==> config.mk <==
export PLATFORM = sky130hd
export DESIGN_NAME = lsu_bus_ctrl
export DESIGN_NICKNAME = d
export VERILOG_FILES = /design/src/rtl/lsu_bus_ctrl.sv
export SDC_FILE = /design/constraint.sdc
export NUM_CORES = 1
export LEC_CHECK = 0
export CAP_MARGIN = 20
export CELL_PAD_IN_SITES_DETAIL_PLACEMENT = 1
export CELL_PAD_IN_SITES_GLOBAL_PLACEMENT = 1
export CORE_ASPECT_RATIO = 0.9
export CORE_MARGIN = 10
export CORE_UTILIZATION = 28
export DETAILED_ROUTE_END_ITERATION = 10
export HOLD_SLACK_MARGIN = 0.06
export PLACE_DENSITY = 0.85
export SETUP_SLACK_MARGIN = 0.2
export SYNTH_ARGS = -nofsm -noshare
export SYNTH_HDL_FRONTEND = slang
export SYNTH_SLANG_ARGS = --single-unit
==> constraint.sdc <==
create_clock -name clk -period 1.65 [get_ports clk]
set_input_delay 0.2475 -clock clk [delete_from_list [all_inputs] [get_ports clk]]
set_output_delay 0.2475 -clock clk [all_outputs]
set_load 0.02 [all_outputs]
==> src/rtl/lsu_bus_ctrl.sv <==
// LSU bus controller: decodes one load/store per transaction onto a
// single-beat slave bus and returns aligned, extended writeback data.
//
// Ports
//   clk, rst_n            clock, async active-low reset
//   lsu_i_valid/o_ready   command handshake (ready only in IDLE)
//   agu_i_cmd_*           read/write/usign/size/addr/wdata, sampled on accept
//   lsu_slv_*             one-hot valid, wr, word addr, wdata, wstrb
//   slv_lsu_ready/rdata   per-slave ready and packed read data
//   lsu_o_wbck_*          writeback valid/ready, data, err, cause
//
// Optional: define LSU_BUS_TIMEOUT_EN to abort ACCESS after TMO_CYC
// cycles without slave ready (cause 2'b11).

module lsu_bus_ctrl #(
  parameter int                  N_SLV    = 2,
  parameter logic [32*N_SLV-1:0] SLV_BASE = {32'h1000_0000, 32'h0000_0000},
  parameter logic [32*N_SLV-1:0] SLV_MASK = {32'hFFFF_FFE0, 32'hF000_0000},
  parameter int                  TMO_CYC  = 16
) (
  input  logic               clk,
  input  logic               rst_n,
  input  logic               lsu_i_valid,
  output logic               lsu_o_ready,
  input  logic               agu_i_cmd_read,
  input  logic               agu_i_cmd_write,
  input  logic               agu_i_cmd_usign,
  input  logic [1:0]         agu_i_cmd_size,
  input  logic [31:0]        agu_i_cmd_addr,
  input  logic [31:0]        agu_i_cmd_wdata,
  output logic [N_SLV-1:0]   lsu_slv_valid,
  output logic               lsu_slv_wr,
  output logic [31:0]        lsu_slv_addr,
  output logic [31:0]        lsu_slv_wdata,
  output logic [3:0]         lsu_slv_wstrb,
  input  logic [N_SLV-1:0]   slv_lsu_ready,
  input  logic [32*N_SLV-1:0] slv_lsu_rdata,
  output logic               lsu_o_wbck_valid,
  input  logic               lsu_o_wbck_ready,
  output logic [31:0]        lsu_o_wbck_wdata,
  output logic               lsu_o_wbck_err,
  output logic [1:0]         lsu_o_wbck_cause
);

  if (N_SLV < 1 || N_SLV > 4) begin : g_chk_nslv
    $error("N_SLV out of range");
  end
  if (TMO_CYC < 2 || TMO_CYC > 255) begin : g_chk_tmo
    $error("TMO_CYC out of range");
  end

  typedef enum logic [1:0] {
    IDLE   = 2'd0,
    ACCESS = 2'd1,
    RESP   = 2'd2
  } state_t;

  localparam logic [1:0] C_NONE = 2'b00;
  localparam logic [1:0] C_MIS  = 2'b01;
  localparam logic [1:0] C_UNM  = 2'b10;
`ifdef LSU_BUS_TIMEOUT_EN
  localparam logic [1:0] C_TMO  = 2'b11;
`endif

  localparam logic [1:0] SZ_B = 2'b00;
  localparam logic [1:0] SZ_H = 2'b01;

  state_t             r_state, w_state;
  logic               r_read,  w_read;
  logic               r_write, w_write;
  logic               r_usign, w_usign;
  logic [1:0]         r_size,  w_size;
  logic [31:0]        r_addr,  w_addr;
  logic [31:0]        r_wbus,  w_wbus;
  logic [3:0]         r_strb,  w_strb;
  logic [N_SLV-1:0]   r_sel,   w_sel;
  logic [31:0]        r_wbd,   w_wbd;
  logic               r_err,   w_err;
  logic [1:0]         r_cause, w_cause;
`ifdef LSU_BUS_TIMEOUT_EN
  logic [7:0]         r_tmo,   w_tmo;
`endif

  logic [N_SLV-1:0]   w_dec_sel;
  logic               w_hit;
  logic               w_mis;
  logic [3:0]         w_dec_strb;
  logic [31:0]        w_dec_wbus;
  logic               w_rdy;
  logic [31:0]        w_rdata;
  logic [31:0]        w_sh;
  logic [31:0]        w_ext;

  // Address decode; descending scan so the lowest matching index wins.
  always_comb begin
    w_dec_sel = '0;
    w_hit     = 1'b0;
    for (int i = N_SLV - 1; i >= 0; i--) begin
      if ((agu_i_cmd_addr & SLV_MASK[32*i +: 32]) ==
          (SLV_BASE[32*i +: 32] & SLV_MASK[32*i +: 32])) begin
        w_dec_sel    = '0;
        w_dec_sel[i] = 1'b1;
        w_hit        = 1'b1;
      end
    end
  end

  always_comb begin
    w_mis      = 1'b0;
    w_dec_strb = 4'b1111;
    w_dec_wbus = agu_i_cmd_wdata;
    unique case (agu_i_cmd_size)
      SZ_B: begin
        w_dec_strb = 4'b0001 << agu_i_cmd_addr[1:0];
        w_dec_wbus = {4{agu_i_cmd_wdata[7:0]}};
      end
      SZ_H: begin
        w_mis      = agu_i_cmd_addr[0];
        w_dec_strb = agu_i_cmd_addr[1] ? 4'b1100 : 4'b0011;
        w_dec_wbus = {2{agu_i_cmd_wdata[15:0]}};
      end
      default: begin
        w_mis = |agu_i_cmd_addr[1:0];
      end
    endcase
    if (!agu_i_cmd_write) begin
      w_dec_strb = 4'b0000;
    end
  end

  // Selected slave ready/rdata via one-hot mask.
  always_comb begin
    w_rdy   = |(slv_lsu_ready & r_sel);
    w_rdata = '0;
    for (int i = 0; i < N_SLV; i++) begin
      if (r_sel[i]) begin
        w_rdata = w_rdata | slv_lsu_rdata[32*i +: 32];
      end
    end
  end

  always_comb begin
    w_sh  = w_rdata >> {r_addr[1:0], 3'b000};
    w_ext = w_sh;
    unique case (r_size)
      SZ_B: w_ext = r_usign ? {24'h0, w_sh[7:0]}
                            : {{24{w_sh[7]}}, w_sh[7:0]};
      SZ_H: w_ext = r_usign ? {16'h0, w_sh[15:0]}
                            : {{16{w_sh[15]}}, w_sh[15:0]};
      default: w_ext = w_sh;
    endcase
  end

  always_comb begin
    w_state = r_state;
    w_read  = r_read;
    w_write = r_write;
    w_usign = r_usign;
    w_size  = r_size;
    w_addr  = r_addr;
    w_wbus  = r_wbus;
    w_strb  = r_strb;
    w_sel   = r_sel;
    w_wbd   = r_wbd;
    w_err   = r_err;
    w_cause = r_cause;
`ifdef LSU_BUS_TIMEOUT_EN
    w_tmo   = r_tmo;
`endif
    unique case (r_state)
      IDLE: begin
        if (lsu_i_valid) begin
          w_read  = agu_i_cmd_read;
          w_write = agu_i_cmd_write;
          w_usign = agu_i_cmd_usign;
          w_size  = agu_i_cmd_size;
          w_addr  = agu_i_cmd_addr;
          w_wbus  = w_dec_wbus;
          w_strb  = w_dec_strb;
          w_sel   = w_dec_sel;
          w_wbd   = '0;
          w_err   = 1'b0;
          w_cause = C_NONE;
`ifdef LSU_BUS_TIMEOUT_EN
          w_tmo   = '0;
`endif
          if (w_mis) begin
            w_state = RESP;
            w_err   = 1'b1;
            w_cause = C_MIS;
          end else if (!w_hit) begin
            w_state = RESP;
            w_err   = 1'b1;
            w_cause = C_UNM;
          end else begin
            w_state = ACCESS;
          end
        end
      end
      ACCESS: begin
        if (w_rdy) begin
          w_wbd   = r_read ? w_ext : 32'h0;
          w_state = RESP;
        end
`ifdef LSU_BUS_TIMEOUT_EN
        else if (r_tmo == 8'(TMO_CYC - 1)) begin
          w_state = RESP;
          w_err   = 1'b1;
          w_cause = C_TMO;
        end else begin
          w_tmo = r_tmo + 8'd1;
        end
`endif
      end
      RESP: begin
        if (lsu_o_wbck_ready) begin
          w_state = IDLE;
        end
      end
      default: w_state = IDLE;
    endcase
  end

  always_ff @(posedge clk or negedge rst_n) begin
    if (!rst_n) begin
      r_state <= IDLE;
      r_read  <= 1'b0;
      r_write <= 1'b0;
      r_usign <= 1'b0;
      r_size  <= 2'b00;
      r_addr  <= '0;
      r_wbus  <= '0;
      r_strb  <= '0;
      r_sel   <= '0;
      r_wbd   <= '0;
      r_err   <= 1'b0;
      r_cause <= C_NONE;
`ifdef LSU_BUS_TIMEOUT_EN
      r_tmo   <= '0;
`endif
    end else begin
      r_state <= w_state;
      r_read  <= w_read;
      r_write <= w_write;
      r_usign <= w_usign;
      r_size  <= w_size;
      r_addr  <= w_addr;
      r_wbus  <= w_wbus;
      r_strb  <= w_strb;
      r_sel   <= w_sel;
      r_wbd   <= w_wbd;
      r_err   <= w_err;
      r_cause <= w_cause;
`ifdef LSU_BUS_TIMEOUT_EN
      r_tmo   <= w_tmo;
`endif
    end
  end

  assign lsu_o_ready      = (r_state == IDLE);
  assign lsu_slv_valid    = (r_state == ACCESS) ? r_sel : '0;
  assign lsu_slv_wr       = r_write;
  assign lsu_slv_addr     = {r_addr[31:2], 2'b00};
  assign lsu_slv_wdata    = r_wbus;
  assign lsu_slv_wstrb    = r_strb;
  assign lsu_o_wbck_valid = (r_state == RESP);
  assign lsu_o_wbck_wdata = r_wbd;
  assign lsu_o_wbck_err   = r_err;
  assign lsu_o_wbck_cause = r_cause;

endmodule

==> results.py, run 1 <==
metrics = {
    "outcome": {
        "outcome": "finished with violations",
        "violations": "negative setup slack",
    },
    "clocking": {
        "htree_num_levels": 3,
        "clk_latency_ns": 0.35,
        "clock-root-buffer": "clkbuf_16",
        "path_clk_slew_ns": 0.08,
        "cts_tree": "yes",
        "cts_sinks": 112,
        "numCtsBuffers": 9,
        "clock_path_buffers": 2,
    },
    "route": {
        "dr.pass1.iters": 4,
        "drt_iter0_markers": 247,
        "ant_nets": 0,
        "drt-total-wl_um": 24400,
        "drcViolationCount": 0,
        "dr_total_vias": 5849,
        "vias_per_cell": 4.93,
        "routedWlPerCell_um": 20.6,
    },
    "power_and_ir_drop": {
        "power_leakage_nw": 4.46,
        "powerDensity_mw_per_mm2": 1060,
        "vdd_drop_max_uv": 575,
    },
    "layout": {
        "diodes": 0,
        "final_cells": 1186,
        "area_growth_pct": 61.5,
        "post-route-util_pct": 46.1,
        "drive_gt1_share_pct": 15.9,
        "layout.nets": 1067,
    },
    "floorplan": {
        "die_w_um": 171,
        "ioPinCount": 247,
        "fp.dieH_um": 156,
        "die_area_mm2": 0.0266,
        "rows": 49,
        "initial_core_util_pct": 28.5,
        "fp.coreArea_mm2": 0.0200,
    },
    "setup_path": {
        "start_kind": "flip-flop",
        "cp.required_ns": 1.89,
        "cp.arrival_ns": 2.15,
        "crit_fanout": 8,
        "worstSetupPathType": "flip-flop to flip-flop",
        "endpoint_kind": "flip-flop",
    },
    "logic_synthesis": {
        "synthDistinctLibCells": 44,
        "yosysSeqAreaShare_pct": 49.0,
        "synth-adder-area-share_pct": 0,
        "synthArstFlopShare_pct": 100,
        "synth-simple-area-share_pct": 20.5,
        "syn_avg_cell_area_um2": 8.68,
        "synth_commonest_cells": "216 x nand2_1, 112 x dfrtp_1, 62 x o21ai_0",
        "yosys.area.top_type": "dfrtp_1",
        "ys.flop_type": "dfrtp_1",
        "synth_warnings": 0,
        "synth_area_leaders": "dfrtp_1 49%, nand2_1 14%, o21ai_0 5.4%",
        "synth_top_area_share_pct": 49.0,
        "synth_edf_count": 0,
        "synth-xor-area-share_pct": 0,
        "mappedNetlistArea_mm2": 0.00572,
        "yosysMostFrequentCell": "nand2_1",
        "synth_top_family_by_area": "simple AND/OR/NAND/NOR gates",
        "ys_ff_latch": 112,
        "synth_cells": 659,
        "synth_mux_area_share_pct": 4.20,
        "synth_compound_area_share_pct": 18.1,
    },
    "sta": {
        "finalMaxSlewViolations": 0,
        "fmax_ghz": 0.524,
        "hold_viol_final": 0,
        "clock_skew_ns": 0.00836,
        "fin_crit_ns": 1.91,
        "finalSetupTns_ns": -6.55,
        "slew_headroom_pct": 64.7,
        "rsz0062_at_grt": "true",
        "postLayoutSetupSlackWorst_ns": -0.257,
        "setup_violations": 34,
        "finalCritPeriodShare_pct": 116,
        "worst_slew_pin_slew_ns": 0.525,
    },
    "worst_hold_path": {
        "hp-class": "input port to flip-flop",
    },
    "place": {
        "place_hpwl_um": 18700,
        "portBuffers": 244,
        "placedCellCount": 1160,
        "gp_congestion": 0.888,
    },
    "grt": {
        "overflow": 0,
        "grtUsageTotal_pct": 17.4,
        "grt_max_degree": 40,
        "grt_pass1_wl_um": 36400,
        "antenna_found_initial": 1,
        "grt_pass1_vias": 6402,
    },
    "flow_run": {
        "maxCapViolations": 0,
    },
}
==> report_power, final <==
part	internal, W	leakage, nW	switching [W]	total [W]
registers	0.00325	1.43	0.000306	0.00356
clock network	0.00124	0.143	0.00103	0.00228
logic	0.00167	2.88	0.00228	0.00395
total	0.00617	4.46	0.00362	0.00979
==> worst paths after layout <==
path                       slack (ns)          startpoint  depth (start not counted)                    to
setup / recovery                -0.26            r_sel[1]                          7  lsu_o_wbck_wdata[18]
hold / removal                   0.17  agu_i_cmd_addr[10]                          3            r_addr[10]
setup reg to reg                -0.26            r_sel[1]                          7  lsu_o_wbck_wdata[18]
hold reg to reg                  0.47          r_addr[12]                          2            r_addr[12]
max in group asynchronous        0.54               rst_n                          3  lsu_o_wbck_wdata[20]
min in group asynchronous        0.42               rst_n                          2  lsu_o_wbck_wdata[27]
==> per-stage QoR <==
stage | total power (W) | instance area [um^2] | setup WS, ns | hold WS, ns
final | 0.00979 | 9240 | -0.257 | 0.170
after global routing | 0.0104 | 9240 | -0.313 | 0.180
after CTS | 0.00971 | 8980 | -0.220 | 0.239
after detailed placement | 0.00770 | 8740 | -0.499 | 0.234
after global placement | 0.00760 | 8740 | -0.428 | 0.232
after floorplan | 0.00578 | 5790 | -0.151 | -0.0481
==> cell type report <==
type / count / area, um^2
Inverter: 1 / 3.75
Tap cell: 255 / 319
Fill cell: 2329 / 10800
Clock buffer: 11 / 253
Timing Repair Buffer: 335 / 3210
Sequential cell: 112 / 2810
Clock inverter: 3 / 42.5
Multi-Input combinational cell: 469 / 2610
==> critical path: stages, from the launching register on <==
cell      delay [ns]
dfrtp_2         0.48
a22o_1          0.26
a222oi_1        0.32
buf_4           0.19
nor3b_4         0.05
a211oi_4        0.21
buf_6           0.19
o21ai_1         0.08
==> routing by layer <==
metal	vias up	part of all wire [%]	global-route usage, %
met5	-	0.053	0
met4	2	1.8	5.30
met3	31	9.7	6.73
met2	200	47	28.5
met1	2857	41	20.5
li1	2759	-	-
==> cells by family after synthesis <==
group | Yosys count
AO/OA/AOI/OAI | 156
buffers and inverters | 81
flip-flops | 112
multiplexers | 24
other | 1
AND/OR/NAND/NOR | 285
==> state kept, by name, indices dropped and copies added, names as in the netlist <==
register	cells
lsu_o_wbck_cause	2
lsu_o_wbck_err	1
lsu_o_wbck_wdata	32
lsu_slv_wdata	32
lsu_slv_wr	1
lsu_slv_wstrb	4
r_addr	32
r_read	1
r_sel	2
r_size	2
r_state	2
r_usign	1
==> what timing repair did <==
action	CTS	global route
endpoints found under the hold margin	25	0
setup endpoints to repair	144	99
gates cloned	0	6
hold buffers	1	0
setup buffers	1	4
pin swaps	6	9
gates resized for setup	142	42
==> cell usage in the layout (no fill, tap or decap), types with 5 or more instances in the layout <==
cell             count
buf_6               15
nand3_1              9
a21oi_1             24
nand2_1            213
a221oi_1            13
dfrtp_1            110
buf_4               68
o21ai_1             27
mux2i_1             24
a22o_1               5
dlygate4sd2_1      104
nor2b_1             10
o21ai_0             34
nor2_1              23
o21ai_2             11
a211oi_1             7
dlymetal6s2s_1       8
clkdlybuf4s50_1    127
a22oi_1             14
buf_12               6
o221ai_1             8
clkbuf_16           11
Power figures use the tool's default switching activity.
==> run 2, diff against run 1 <==
HOLD_SLACK_MARGIN = 0.03   (was 0.06)
SETUP_SLACK_MARGIN = default   (was 0.2)
==> run 2 against run 1 <==
The run still ends with negative setup slack left. Global-route usage increased by 1.1 points. Cell count about the same. Setup slack got worse by 0.0092 ns. Count of clock-buffer cells in the layout unchanged. Fmax decreased by 0.48%. Largest power group unchanged.
==> results.py, run 2 (synthesized netlist as in run 1, its figures left out) <==
metrics = {
    "setup_path": {
        "cp.required_ns": 1.93,
        "worstSetupPathType": "flip-flop to flip-flop",
        "crit_fanout": 9,
        "cp.arrival_ns": 2.19,
        "worstReg2RegStart": "r_sel[0]",
        "start_kind": "flip-flop",
        "rr_endpoint": "lsu_o_wbck_wdata[27]",
        "endpoint_kind": "flip-flop",
        "reg2reg_slack_ns": -0.27,
        "r2r_cells": 7,
    },
    "floorplan": {
        "fp.coreArea_mm2": 0.0200,
        "initial_core_util_pct": 28.5,
        "rows": 49,
        "ioPinCount": 247,
        "fp.dieH_um": 156,
        "die_w_um": 171,
        "die_area_mm2": 0.0266,
    },
    "outcome": {
        "violations": "negative setup slack",
        "outcome": "finished with violations",
    },
    "sta": {
        "fmax_ghz": 0.522,
        "hold_ws_ns": 0.155,
        "hold_viol_final": 0,
        "rsz0062_at_grt": "true",
        "finalCritPeriodShare_pct": 116,
        "clock_skew_ns": 0.00644,
        "worst_slew_pin_slew_ns": 0.610,
        "setup_violations": 36,
        "slew_headroom_pct": 59.0,
        "finalMaxSlewViolations": 0,
        "finalSetupTns_ns": -7.08,
        "postLayoutSetupSlackWorst_ns": -0.266,
        "fin_crit_ns": 1.92,
    },
    "place": {
        "post-place-ws_ns": -0.565,
        "portBuffers": 244,
        "gp_congestion": 0.860,
        "place_hpwl_um": 18600,
    },
    "worst_hold_path": {
        "min_path_cells": 3,
        "hp-class": "input port to flip-flop",
        "whs_endpoint": "r_addr[9]",
        "hold_start": "agu_i_cmd_addr[9]",
    },
    "route": {
        "ant_nets": 0,
        "drt-total-wl_um": 25000,
        "routedWlPerCell_um": 21.0,
        "drt_iter0_markers": 246,
        "vias_per_cell": 4.91,
        "drcViolationCount": 0,
        "dr.pass1.iters": 4,
        "dr_total_vias": 5828,
    },
    "clocking": {
        "clk_latency_ns": 0.35,
        "cts_sinks": 112,
        "path_clk_slew_ns": 0.08,
        "clock-root-buffer": "clkbuf_16",
        "htree_num_levels": 3,
        "numCtsBuffers": 9,
        "clock_path_buffers": 2,
        "cts_tree": "yes",
    },
    "grt": {
        "grt_pass1_wl_um": 38300,
        "overflow": 0,
        "grt_pass1_vias": 6541,
        "grtUsageTotal_pct": 18.5,
        "antenna_found_initial": 1,
        "grt_max_degree": 60,
    },
    "layout": {
        "post-route-util_pct": 47.9,
        "final_common_cell": "clkdlybuf4s50_1",
        "layout.nets": 1065,
        "drive_gt1_share_pct": 18.6,
        "layout_common_cells": "224 x clkdlybuf4s50_1, 214 x nand2_1, 110 x dfrtp_1",
        "area_growth_pct": 67.9,
    },
    "power_and_ir_drop": {
        "powerDensity_mw_per_mm2": 1080,
        "power_leakage_nw": 4.32,
        "vdd_drop_max_uv": 563,
        "p_total_w": 0.0104,
    },
    "flow_run": {
        "maxCapViolations": 0,
    },
}
[run 2: cell count changes in the layout (fill, tap and decap cells not counted), sizes merged]
cell,previous run,this run
buf,92,91
diode,0,1
clkinvlp,1,2
clkdlybuf4s50,127,224
dlygate4sd2,104,1
dlymetal6s2s,8,14
bufinv,1,2
bufbuf,0,3
nand2,218,216
clkbuf,13,11
[run 2: final cells by class]
type                    instances  area [um^2]
well taps                     255          319
flip-flops and latches        112         2810
inverters                       1         3.75
fillers                      2257        10400
clock inverters                 5         80.1
clock buffers                  11          243
multi-input cells             467         2740
diodes                          1         2.50
repair buffers                335         3410
[run 2: timing repair]
| action | in CTS | in global routing |
|---|---|---|
| gates cloned | 5 | 0 |
| hold buffers | 1 | 0 |
| buffers inserted | 11 | 3 |
| endpoints found under the hold margin | 31 | 0 |
| pin swaps | 30 | 10 |
| endpoints found under the setup margin | 40 | 52 |
| gates resized for setup | 96 | 26 |
[run 2: layer usage]
metal  wire [um]  vias to the layer above  global-route usage [%]
met5           0                        -                       0
met4         350                        0                    4.76
met3        2640                       20                    7.99
met2       12400                      202                    32.5
met1        9590                     2853                    20.0
li1            -                     2753                       -
[run 2: power by group]
part,switching (W),internal [W]
Combinational,0.00234,0.00204
Clock,0.00105,0.00137
Sequential,0.000309,0.00325
Total,0.00370,0.00667
[run 2: metrics by stage]
step	cells	instance area, um^2
floorplan	660	5730
global placement	1153	8710
detailed placement	1153	8710
CTS	1186	9590
global route	1186	9600
finish	1187	9610
[run 2: how the worst max path moves through the flow]
stage | depth (start not counted) | slack, ns | to | startpoint
2_1_floorplan | 7 | -0.15 | lsu_o_wbck_wdata[21] | r_sel[0]
6_report | 7 | -0.27 | lsu_o_wbck_wdata[27] | r_sel[0]
4_1_cts | 8 | -0.26 | lsu_o_wbck_wdata[24] | r_sel[0]
3_5_place_dp | 7 | -0.56 | lsu_o_wbck_wdata[16] | slv_lsu_rdata[31]
5_1_grt | 7 | -0.33 | lsu_o_wbck_wdata[27] | r_sel[0]
3_3_place_gp | 7 | -0.42 | lsu_o_wbck_wdata[16] | slv_lsu_rdata[15]
[run 2: critical path, stage by stage (launching register included)]
cell,delay [ns]
dfrtp_2,0.47
buf_4,0.17
a22o_1,0.24
or3b_4,0.42
nand2_8,0.10
bufbuf_16,0.26
nand2_1,0.09
o21ai_2,0.08
